==> src/rtl/digi_ota_cal_ctrl_if.sv <==
// Control/trim bundle between the tile controller (master) and the OTA
// offset-calibration sequencer (slave).
interface digi_ota_cal_ctrl_if #(
  parameter int TRIM_W = 5
);
  logic              start;
  logic              abort;
  logic              ota_out;
  logic              cal_short;
  logic              ota_en;
  logic [TRIM_W-1:0] trim;
  logic              busy;
  logic              done;
  logic              cal_fail;

  modport master (
    output start, abort, ota_out,
    input  cal_short, ota_en, trim, busy, done, cal_fail
  );

  modport slave (
    input  start, abort, ota_out,
    output cal_short, ota_en, trim, busy, done, cal_fail
  );
endinterface

==> src/rtl/digi_ota_cal_ctrl.sv <==
// Successive-approximation offset-trim sequencer for the digital OTA.
// Optional periodic recalibration when DIGI_OTA_RECAL_EN is defined.
module digi_ota_cal_ctrl #(
  parameter int TRIM_W        = 5,
  parameter int SETTLE_CYCLES = 16,
  parameter int RECAL_PERIOD  = 65536
) (
  input  logic               clk,
  input  logic               rst,
  digi_ota_cal_ctrl_if.slave cal_if
);
  localparam int CNT_W = $clog2(SETTLE_CYCLES);
  localparam int IDX_W = $clog2(TRIM_W);
  localparam logic [TRIM_W-1:0] TRIM_MID = TRIM_W'(1) << (TRIM_W - 1);

  if (TRIM_W < 2 || SETTLE_CYCLES < 4 || RECAL_PERIOD < 2) begin : g_param_chk
    $error("digi_ota_cal_ctrl: parameter out of range");
  end

  typedef enum logic [2:0] {
    S_IDLE, S_SETTLE, S_SAMPLE, S_DECIDE, S_FINISH
  } state_t;

  state_t            r_state, w_state_next;
  logic [CNT_W-1:0]  r_cnt, w_cnt_next;
  logic [IDX_W-1:0]  r_idx, w_idx_next, w_idx_dec;
  logic [1:0]        r_samp_cnt, w_samp_cnt_next;
  logic [2:0]        r_samp, w_samp_next;
  logic [TRIM_W-1:0] r_trim, w_trim_next;
  logic [TRIM_W-1:0] r_shadow_trim, w_shadow_trim_next;
  logic              r_ota_en, w_ota_en_next;
  logic              r_shadow_en, w_shadow_en_next;
  logic              r_cal_fail, w_cal_fail_next;
  logic              r_sync1, r_sync2;
  logic              w_busy, w_maj, w_start_req;

  assign w_busy    = (r_state == S_SETTLE) || (r_state == S_SAMPLE) || (r_state == S_DECIDE);
  assign w_maj     = (r_samp[0] & r_samp[1]) | (r_samp[0] & r_samp[2]) | (r_samp[1] & r_samp[2]);
  assign w_idx_dec = r_idx - IDX_W'(1);

`ifdef DIGI_OTA_RECAL_EN
  // Idle counter arms only after a good calibration; its terminal count acts as a start.
  logic [31:0] r_idle_cnt;
  logic        r_cal_ok;
  logic        w_auto_start;

  assign w_auto_start = (r_state == S_IDLE) && r_cal_ok && (r_idle_cnt == 32'(RECAL_PERIOD - 1));
  assign w_start_req  = cal_if.start | w_auto_start;

  always_ff @(posedge clk) begin
    if (rst) begin
      r_idle_cnt <= '0;
      r_cal_ok   <= 1'b0;
    end else begin
      if (r_state == S_FINISH)
        r_cal_ok <= 1'b1;
      if ((r_state == S_FINISH) || w_start_req || cal_if.abort)
        r_idle_cnt <= '0;
      else if ((r_state == S_IDLE) && r_cal_ok)
        r_idle_cnt <= r_idle_cnt + 32'd1;
    end
  end
`else
  assign w_start_req = cal_if.start;
`endif

  always_ff @(posedge clk) begin
    if (rst) begin
      r_sync1 <= 1'b0;
      r_sync2 <= 1'b0;
    end else begin
      r_sync1 <= cal_if.ota_out;
      r_sync2 <= r_sync1;
    end
  end

  always_ff @(posedge clk) begin
    if (rst) r_state <= S_IDLE;
    else     r_state <= w_state_next;
  end

  always_ff @(posedge clk) begin
    if (rst) begin
      r_cnt         <= '0;
      r_idx         <= '0;
      r_samp_cnt    <= '0;
      r_samp        <= '0;
      r_trim        <= TRIM_MID;
      r_shadow_trim <= TRIM_MID;
      r_ota_en      <= 1'b0;
      r_shadow_en   <= 1'b0;
      r_cal_fail    <= 1'b0;
    end else begin
      r_cnt         <= w_cnt_next;
      r_idx         <= w_idx_next;
      r_samp_cnt    <= w_samp_cnt_next;
      r_samp        <= w_samp_next;
      r_trim        <= w_trim_next;
      r_shadow_trim <= w_shadow_trim_next;
      r_ota_en      <= w_ota_en_next;
      r_shadow_en   <= w_shadow_en_next;
      r_cal_fail    <= w_cal_fail_next;
    end
  end

  always_comb begin
    w_state_next       = r_state;
    w_cnt_next         = r_cnt;
    w_idx_next         = r_idx;
    w_samp_cnt_next    = r_samp_cnt;
    w_samp_next        = r_samp;
    w_trim_next        = r_trim;
    w_shadow_trim_next = r_shadow_trim;
    w_ota_en_next      = r_ota_en;
    w_shadow_en_next   = r_shadow_en;
    w_cal_fail_next    = r_cal_fail;

    case (r_state)
      S_IDLE: begin
        if (w_start_req && !cal_if.abort) begin
          w_shadow_trim_next = r_trim;
          w_shadow_en_next   = r_ota_en;
          w_idx_next         = IDX_W'(TRIM_W - 1);
          w_trim_next        = TRIM_MID;
          w_ota_en_next      = 1'b0;
          w_cal_fail_next    = 1'b0;
          w_cnt_next         = CNT_W'(SETTLE_CYCLES - 1);
          w_state_next       = S_SETTLE;
        end
      end
      S_SETTLE: begin
        if (r_cnt == '0) begin
          w_samp_cnt_next = '0;
          w_state_next    = S_SAMPLE;
        end else begin
          w_cnt_next = r_cnt - CNT_W'(1);
        end
      end
      S_SAMPLE: begin
        w_samp_next = {r_samp[1:0], r_sync2};
        if (r_samp_cnt == 2'd2) w_state_next = S_DECIDE;
        else                    w_samp_cnt_next = r_samp_cnt + 2'd1;
      end
      S_DECIDE: begin
        // Majority high means the OTA reads above threshold: this bit overshoots.
        if (w_maj) w_trim_next[r_idx] = 1'b0;
        if (r_idx == '0) begin
          w_ota_en_next   = 1'b1;
          w_cal_fail_next = (w_trim_next == '0) || (&w_trim_next);
          w_state_next    = S_FINISH;
        end else begin
          w_idx_next              = w_idx_dec;
          w_trim_next[w_idx_dec]  = 1'b1;
          w_cnt_next              = CNT_W'(SETTLE_CYCLES - 1);
          w_state_next            = S_SETTLE;
        end
      end
      S_FINISH: w_state_next = S_IDLE;
      default:  w_state_next = S_IDLE;
    endcase

    if (w_busy && cal_if.abort) begin
      w_trim_next     = r_shadow_trim;
      w_ota_en_next   = r_shadow_en;
      w_cal_fail_next = 1'b0;
      w_state_next    = S_IDLE;
    end
  end

  assign cal_if.cal_short = w_busy;
  assign cal_if.busy      = w_busy;
  assign cal_if.done      = (r_state == S_FINISH);
  assign cal_if.ota_en    = r_ota_en;
  assign cal_if.trim      = r_trim;
  assign cal_if.cal_fail  = r_cal_fail;
endmodule

==> src/flat_wrapper.sv <==
// flat-port wrapper written by rule: the top's interface ports become plain ports
module digi_ota_cal_ctrl_flat 
#(
  parameter int TRIM_W        = 5,
  parameter int SETTLE_CYCLES = 16,
  parameter int RECAL_PERIOD  = 65536
)
  (clk, rst, cal_if_start, cal_if_abort, cal_if_ota_out, cal_if_cal_short, cal_if_ota_en, cal_if_trim, cal_if_busy, cal_if_done, cal_if_cal_fail);
  digi_ota_cal_ctrl_if #(.TRIM_W(TRIM_W)) cal_if_i ();
  input  logic clk;
  input  logic rst;
  input wire logic [$bits(cal_if_i.start)-1:0] cal_if_start;
  input wire logic [$bits(cal_if_i.abort)-1:0] cal_if_abort;
  input wire logic [$bits(cal_if_i.ota_out)-1:0] cal_if_ota_out;
  output wire logic [$bits(cal_if_i.cal_short)-1:0] cal_if_cal_short;
  output wire logic [$bits(cal_if_i.ota_en)-1:0] cal_if_ota_en;
  output wire logic [$bits(cal_if_i.trim)-1:0] cal_if_trim;
  output wire logic [$bits(cal_if_i.busy)-1:0] cal_if_busy;
  output wire logic [$bits(cal_if_i.done)-1:0] cal_if_done;
  output wire logic [$bits(cal_if_i.cal_fail)-1:0] cal_if_cal_fail;
  assign cal_if_i.start = cal_if_start;
  assign cal_if_i.abort = cal_if_abort;
  assign cal_if_i.ota_out = cal_if_ota_out;
  assign cal_if_cal_short = cal_if_i.cal_short;
  assign cal_if_ota_en = cal_if_i.ota_en;
  assign cal_if_trim = cal_if_i.trim;
  assign cal_if_busy = cal_if_i.busy;
  assign cal_if_done = cal_if_i.done;
  assign cal_if_cal_fail = cal_if_i.cal_fail;
  digi_ota_cal_ctrl #(.TRIM_W(TRIM_W), .SETTLE_CYCLES(SETTLE_CYCLES), .RECAL_PERIOD(RECAL_PERIOD)) u_core (.clk(clk), .rst(rst), .cal_if(cal_if_i));
endmodule
==> config.mk <==
export PLATFORM = sky130hd
export DESIGN_NAME = digi_ota_cal_ctrl_flat
export DESIGN_NICKNAME = d
export VERILOG_FILES = /design/src/rtl/digi_ota_cal_ctrl_if.sv /design/src/rtl/digi_ota_cal_ctrl.sv /design/src/flat_wrapper.sv
export SDC_FILE = /design/constraint.sdc
export NUM_CORES = 1
export LEC_CHECK = 0
export ABC_AREA = 1
export CAP_MARGIN = 20
export CORE_MARGIN = 4
export CORE_UTILIZATION = 40
export CTS_CLUSTER_DIAMETER = 60
export DETAILED_ROUTE_END_ITERATION = 10
export SKIP_CTS_REPAIR_TIMING = 1
export SLEW_MARGIN = 25
export SYNTH_ARGS = -nofsm -noshare
export SYNTH_HDL_FRONTEND = slang
export SYNTH_SLANG_ARGS = --single-unit
export TNS_END_PERCENT = 30
==> constraint.sdc <==
create_clock -name clk -period 1.7 [get_ports clk]
set_clock_uncertainty 0.1 [all_clocks]
set_input_delay 0.255 -clock clk [delete_from_list [all_inputs] [get_ports clk]]
set_output_delay 0.255 -clock clk [all_outputs]
set_load 0.01 [all_outputs]
# Yosys cells after proc, flatten, opt, wreduce, memory -nomap -nowiden

Index checks and enable logic that the tools add are counted.

$add $sub $neg: 3
Order comparisons: 4
Eq/ne operators: 14
Multiplexer cells: 31
Bitwise gates (word level): 8
Reductions and logical operators: 26

Operators with widths:

| kind                                                              | number |
|---|---|
| two-way mux 5 bit                                                 | 5 |
| two-way mux 3 bit                                                 | 6 |
| AND reduction 3 bit                                               | 5 |
| two-way mux 4 bit                                                 | 3 |
| inequality test 2 bit, second input constant                      | 6 |
| case mux 3 bit (4 select lines)                                   | 1 |
| case mux 4 bit (3 select lines)                                   | 1 |
| case mux 5 bit (2 select lines)                                   | 1 |
| less-than comparator 3 x 4 -> 1 bit, second input constant        | 2 |
| demux 1 bit (select 3 bit)                                        | 2 |
| == test 3 x 2 -> 1 bit, second input constant                     | 2 |
| greater-or-equal comparator 3 x 1 -> 1 bit, second input constant | 2 |
| logical NOT 3 bit                                                 | 2 |
| two-way mux 1 bit                                                 | 6 |
| case mux 3 bit (2 select lines)                                   | 1 |
| nonzero test 3 bit                                                | 2 |
| AND 5 bit                                                         | 1 |
| logical NOT 5 bit                                                 | 1 |
| inverter 5 bit                                                    | 1 |
| bitwise OR 5 bit                                                  | 1 |
| AND reduction 5 bit                                               | 1 |
| logical AND 1 bit                                                 | 4 |
| logical NOT 4 bit                                                 | 1 |
| two-way mux 2 bit                                                 | 2 |
| other kinds (19)                                                  | 27 |

Register bits: 30
Input bits: 5
Output and inout port bits: 10

# Logic depth before layout (Yosys ltp)

Depth in word-level cells: 12
Depth in mapped cells: 12

# Worst setup path before layout

No wires, ideal clock.

Kind: reg-to-reg
Start: reg u_core.r_idx[0]
End: reg u_core.r_trim[2] (netlist: u_core.cal_if.trim[2])
Library setup time: 75 ps
Data arrival time: 1396 ps
Data required time: 1525 ps
Setup slack: 129 ps
Cell stages (with the launch flop): 9
Path buffers: 1
Clock period less this slack: 1571 ps
Cells stage by stage: dfxtp_1 clkbuf_2 inv_2 ha_1 xnor2_1 nand2_1 o21ai_0 nand2_1 a31oi_1

Cells in the longest elaborated chain, start to end: 12

RTL lines:

| what                                                                                        | RTL line                 | text |
|---|---|---|
| start, declared                                                                             | digi_ota_cal_ctrl.sv:26  | `logic [IDX_W-1:0] r_idx, w_idx_next, w_idx_dec;` |
| start signal, assigned                                                                      | digi_ota_cal_ctrl.sv:95  | `r_idx <= w_idx_next;` |
| parallel branches: the longest is 9 deep, another holds less-than comparator 3 x 4 -> 1 bit | -                        |  |
| two-way mux 5 bit *                                                                         | digi_ota_cal_ctrl.sv:147 | `if (r_idx == '0) begin` |
| case mux 5 bit (2 select lines) *                                                           | digi_ota_cal_ctrl.sv:118 | `case (r_state)` |
| two-way mux 5 bit *                                                                         | digi_ota_cal_ctrl.sv:162 | `if (w_busy && cal_if.abort) begin` |
| end signal, assigned                                                                        | digi_ota_cal_ctrl.sv:98  | `r_trim <= w_trim_next;` |
| end, declared                                                                               | digi_ota_cal_ctrl.sv:29  | `logic [TRIM_W-1:0] r_trim, w_trim_next;` |

Mark *: on every way between the ends. The select of a mux whose other input is x is not followed.
A chain may end at the register's enable or synchronous reset.

# Worst setup path in the final report

Start: reg u_core.r_trim[1] (netlist: u_core.cal_if.trim[1])
End: out cal_if_trim[1]

RTL lines:

| what          | RTL line           | text |
|---|---|---|
| end, declared | flat_wrapper.sv:17 | `output wire logic [$bits(cal_if_i.trim)-1:0] cal_if_trim;` |

No word-level cell between the ends.

==> impl_metrics.py <==
metrics = {
    "synth": {
        "syn-num-nets": 231,
        "synth_compound_area_share_pct": 16.2,
        "synth_top_family_by_area": "simple AND/OR/NAND/NOR gates",
        "avgSynthCellArea_um2": 6.94,
        "synthMuxAreaShare_pct": 0,
        "yosys_warnings": 0,
        "netlist-cell-type-count": 32,
        "synth_seq_area_share_pct": 39.0,
        "synth_seq_cells": 30,
        "syn_area_mm2": 0.00154,
        "synth_fa_ha_area_share_pct": 3.25,
        "synthCells": 222,
        "synth_edf_count": 0,
        "synth_xor_area_share_pct": 0.568,
        "async_flop_share_pct": 0,
        "synthSimpleGateAreaFrac_pct": 32.2,
        "synth-main-ff-cell": "dfxtp_1",
    },
    "power": {
        "power_density_mw_per_mm2": 992,
        "vdd_ir_drop_max_v": 0.000498,
        "leakagePower_nw": 0.858,
    },
    "critical_path": {
        "reg2regPathDepth": 9,
        "worstSetupPathType": "reg -> out",
        "start_kind": "flip-flop",
        "end_kind": "primary output",
        "crit_family": "buffers and inverters",
        "worstPathCellList": "clkdlybuf4s50_1",
        "path_buf_inv": 1,
        "cp.depth": 1,
        "worstPathRequired_ps": 1340,
        "cp_max_fo": 4,
        "worstPathArrival_ps": 1240,
        "cpMaxStageDelayCell": "clkdlybuf4s50_1",
        "critPathMaxStageDelay_ps": 560,
    },
    "global_routing": {
        "grt_max_degree": 16,
        "grt_remaining_overflow": 0,
        "antenna_found_initial": 0,
        "grt_pass1_vias": 1378,
        "gr-usage-all-layers_pct": 15.7,
        "grt_pass1_wl_mm": 6.14,
    },
    "placed_design": {
        "placed_area_mm2": 0.00180,
        "place_inst": 291,
        "port_buffers": 14,
        "post-dp-hpwl_mm": 2.66,
        "pre_cts_ws_ps": 21.7,
        "place.gp.congestion": 0.777,
    },
    "cells_and_area": {
        "finalNonFillerCells": 299,
        "final_nets": 259,
        "synthToLayoutAreaGrowth_pct": 24.2,
        "final_common_cell": "nand2_1",
        "drive_gt1_share_pct": 20.7,
        "final_cell_area_mm2": 0.00191,
        "layout_common_cells": "43 x nand2_1, 32 x nor2_1, 29 x dfxtp_1, 20 x inv_1, 17 x o21ai_0",
        "antenna_cells": 0,
    },
    "die": {
        "coreArea_mm2": 0.00369,
        "row_count": 22,
        "pin_count": 15,
        "die_area_mm2": 0.00491,
        "die_y_um": 70.1,
        "initial_utilization_pct": 41.8,
        "die_w_um": 70.1,
    },
    "sta": {
        "hold_viol_final": 0,
        "max_freq_mhz": 628,
        "timing.slew.headroom_pct": 83.9,
        "maxSlewViolCount": 0,
        "final-setup-viol-count": 0,
        "min_period_ps": 1590,
        "tns_ps": 0,
        "worst_pin_slew_ps": 241,
        "rsz0062_at_grt": "false",
        "layout_setup_ws_ps": 107,
        "fin_crit_sh_pct": 93.7,
    },
    "routing": {
        "routedWlPerCell_um": 11.6,
        "drt_iter0_markers": 62,
        "dr.pass1.iters": 4,
        "vias": 1417,
        "via_per_inst": 4.74,
        "drtAntennaViolNets": 0,
        "drc": 0,
        "wirelength_mm": 3.47,
    },
    "clocking": {
        "numCtsBuffers": 5,
        "clk-insertion-delay-late_ps": 280,
        "cts.sinks": 30,
        "clock-root-buffer": "clkbuf_8",
        "cts_tree": "yes",
        "htreeDepth": 2,
        "clk_path_buf_depth": 2,
        "clk_pin_slew_ps": 60,
    },
    "worst_hold_path": {
        "whs_path_depth": 2,
        "hold_path_class": "reg -> reg",
    },
    "run_status": {
        "status": "finished, final reports clean",
    },
    "flow_run": {
        "maxCapViolations": 0,
    },
}
==> routing by layer <==
metal  wire length [um]  part of all wire [%]  track usage, %  vias up
li1                   -                     -               -      775
met1               1760                    51            20.9      603
met2               1450                    42            23.4       31
met3                163                   4.7            4.17        8
met4                 95                   2.7            7.66        0
met5                  0                     0               0        -
==> stage by stage <==
| stage | utilization (%) | power, mW | hold slack [ps] |
|---|---|---|---|
| after floorplan | - | 1.17 | 233 |
| after global placement | 48.9 | 1.32 | 321 |
| after detailed placement | 48.9 | 1.32 | 320 |
| after CTS | 51.4 | 1.92 | 328 |
| after global routing | 51.9 | 2.03 | 356 |
| final | 51.9 | 1.90 | 325 |
==> cell usage after synthesis, types with 2 or more instances <==
cell type | count | share of area, %
nand2_1 | 43 | 10
dfxtp_1 | 30 | 39
o21ai_0 | 20 | 6.5
nand4_1 | 2 | 0.81
inv_1 | 20 | 4.9
nor3_1 | 5 | 1.6
nand2_2 | 6 | 2.4
nor2_2 | 8 | 3.2
inv_2 | 11 | 2.7
o21ai_1 | 3 | 0.97
nor2_1 | 33 | 8.0
ha_1 | 4 | 3.2
nor2_4 | 3 | 2.2
nand3_1 | 5 | 1.6
a31oi_1 | 4 | 1.6
a21oi_1 | 9 | 2.9
==> report_power, final <==
group          switching (mW)  leakage, nW  internal [mW]
clock network           0.262       0.0482          0.326
logic                   0.296        0.564          0.195
registers              0.0508        0.246          0.769
==> cell families after synthesis <==
logic type	Yosys count
buffers and inverters	35
adders and majority gates	4
xor gates and xnor gates	1
DFF	30
AOI/OAI and AO/OA	44
and+or+nand+nor	108
==> area by class of cell <==
cell class	count	area, um2
sequential	30	604
clock inverter	1	5.00
fill	379	1770
clock buffer	7	86.3
multi-input combinational	157	812
inverter	31	116
timing repair buffer	25	230
tap	48	60.1
==> flip-flops by register name, indices dropped and copies added (netlist names) <==
| signal | cells |
|---|---|
| u_core.cal_if.trim | 5 |
| u_core.r_shadow_trim | 5 |
| u_core.r_cnt | 4 |
| u_core.r_idx | 3 |
| u_core.r_samp | 3 |
| u_core.r_state | 3 |
| u_core.r_samp_cnt | 2 |
| u_core.cal_if.cal_fail | 1 |
| u_core.cal_if.ota_en | 1 |
| u_core.r_shadow_en | 1 |
| u_core.r_sync1 | 1 |
| u_core.r_sync2 | 1 |
==> worst paths after layout <==
check / slack, ps / start / to
max: 110 / u_core.cal_if.trim[1] / cal_if_trim[1]
min: 320 / u_core.r_sync1 / u_core.r_sync2
max reg2reg: 160 / u_core.r_idx[0] / u_core.cal_if.ota_en
min reg2reg: 320 / u_core.r_sync1 / u_core.r_sync2
==> worst register-to-register path: stages (launching register included) <==
cell	delay, ps
dfxtp_1	340
inv_2	70
ha_1	230
nand2_4	100
inv_2	60
nor2_2	150
inv_1	100
o21ai_2	130
o21ai_1	70
a21oi_1	120
No activity file was read; power rests on OpenSTA's default activity.
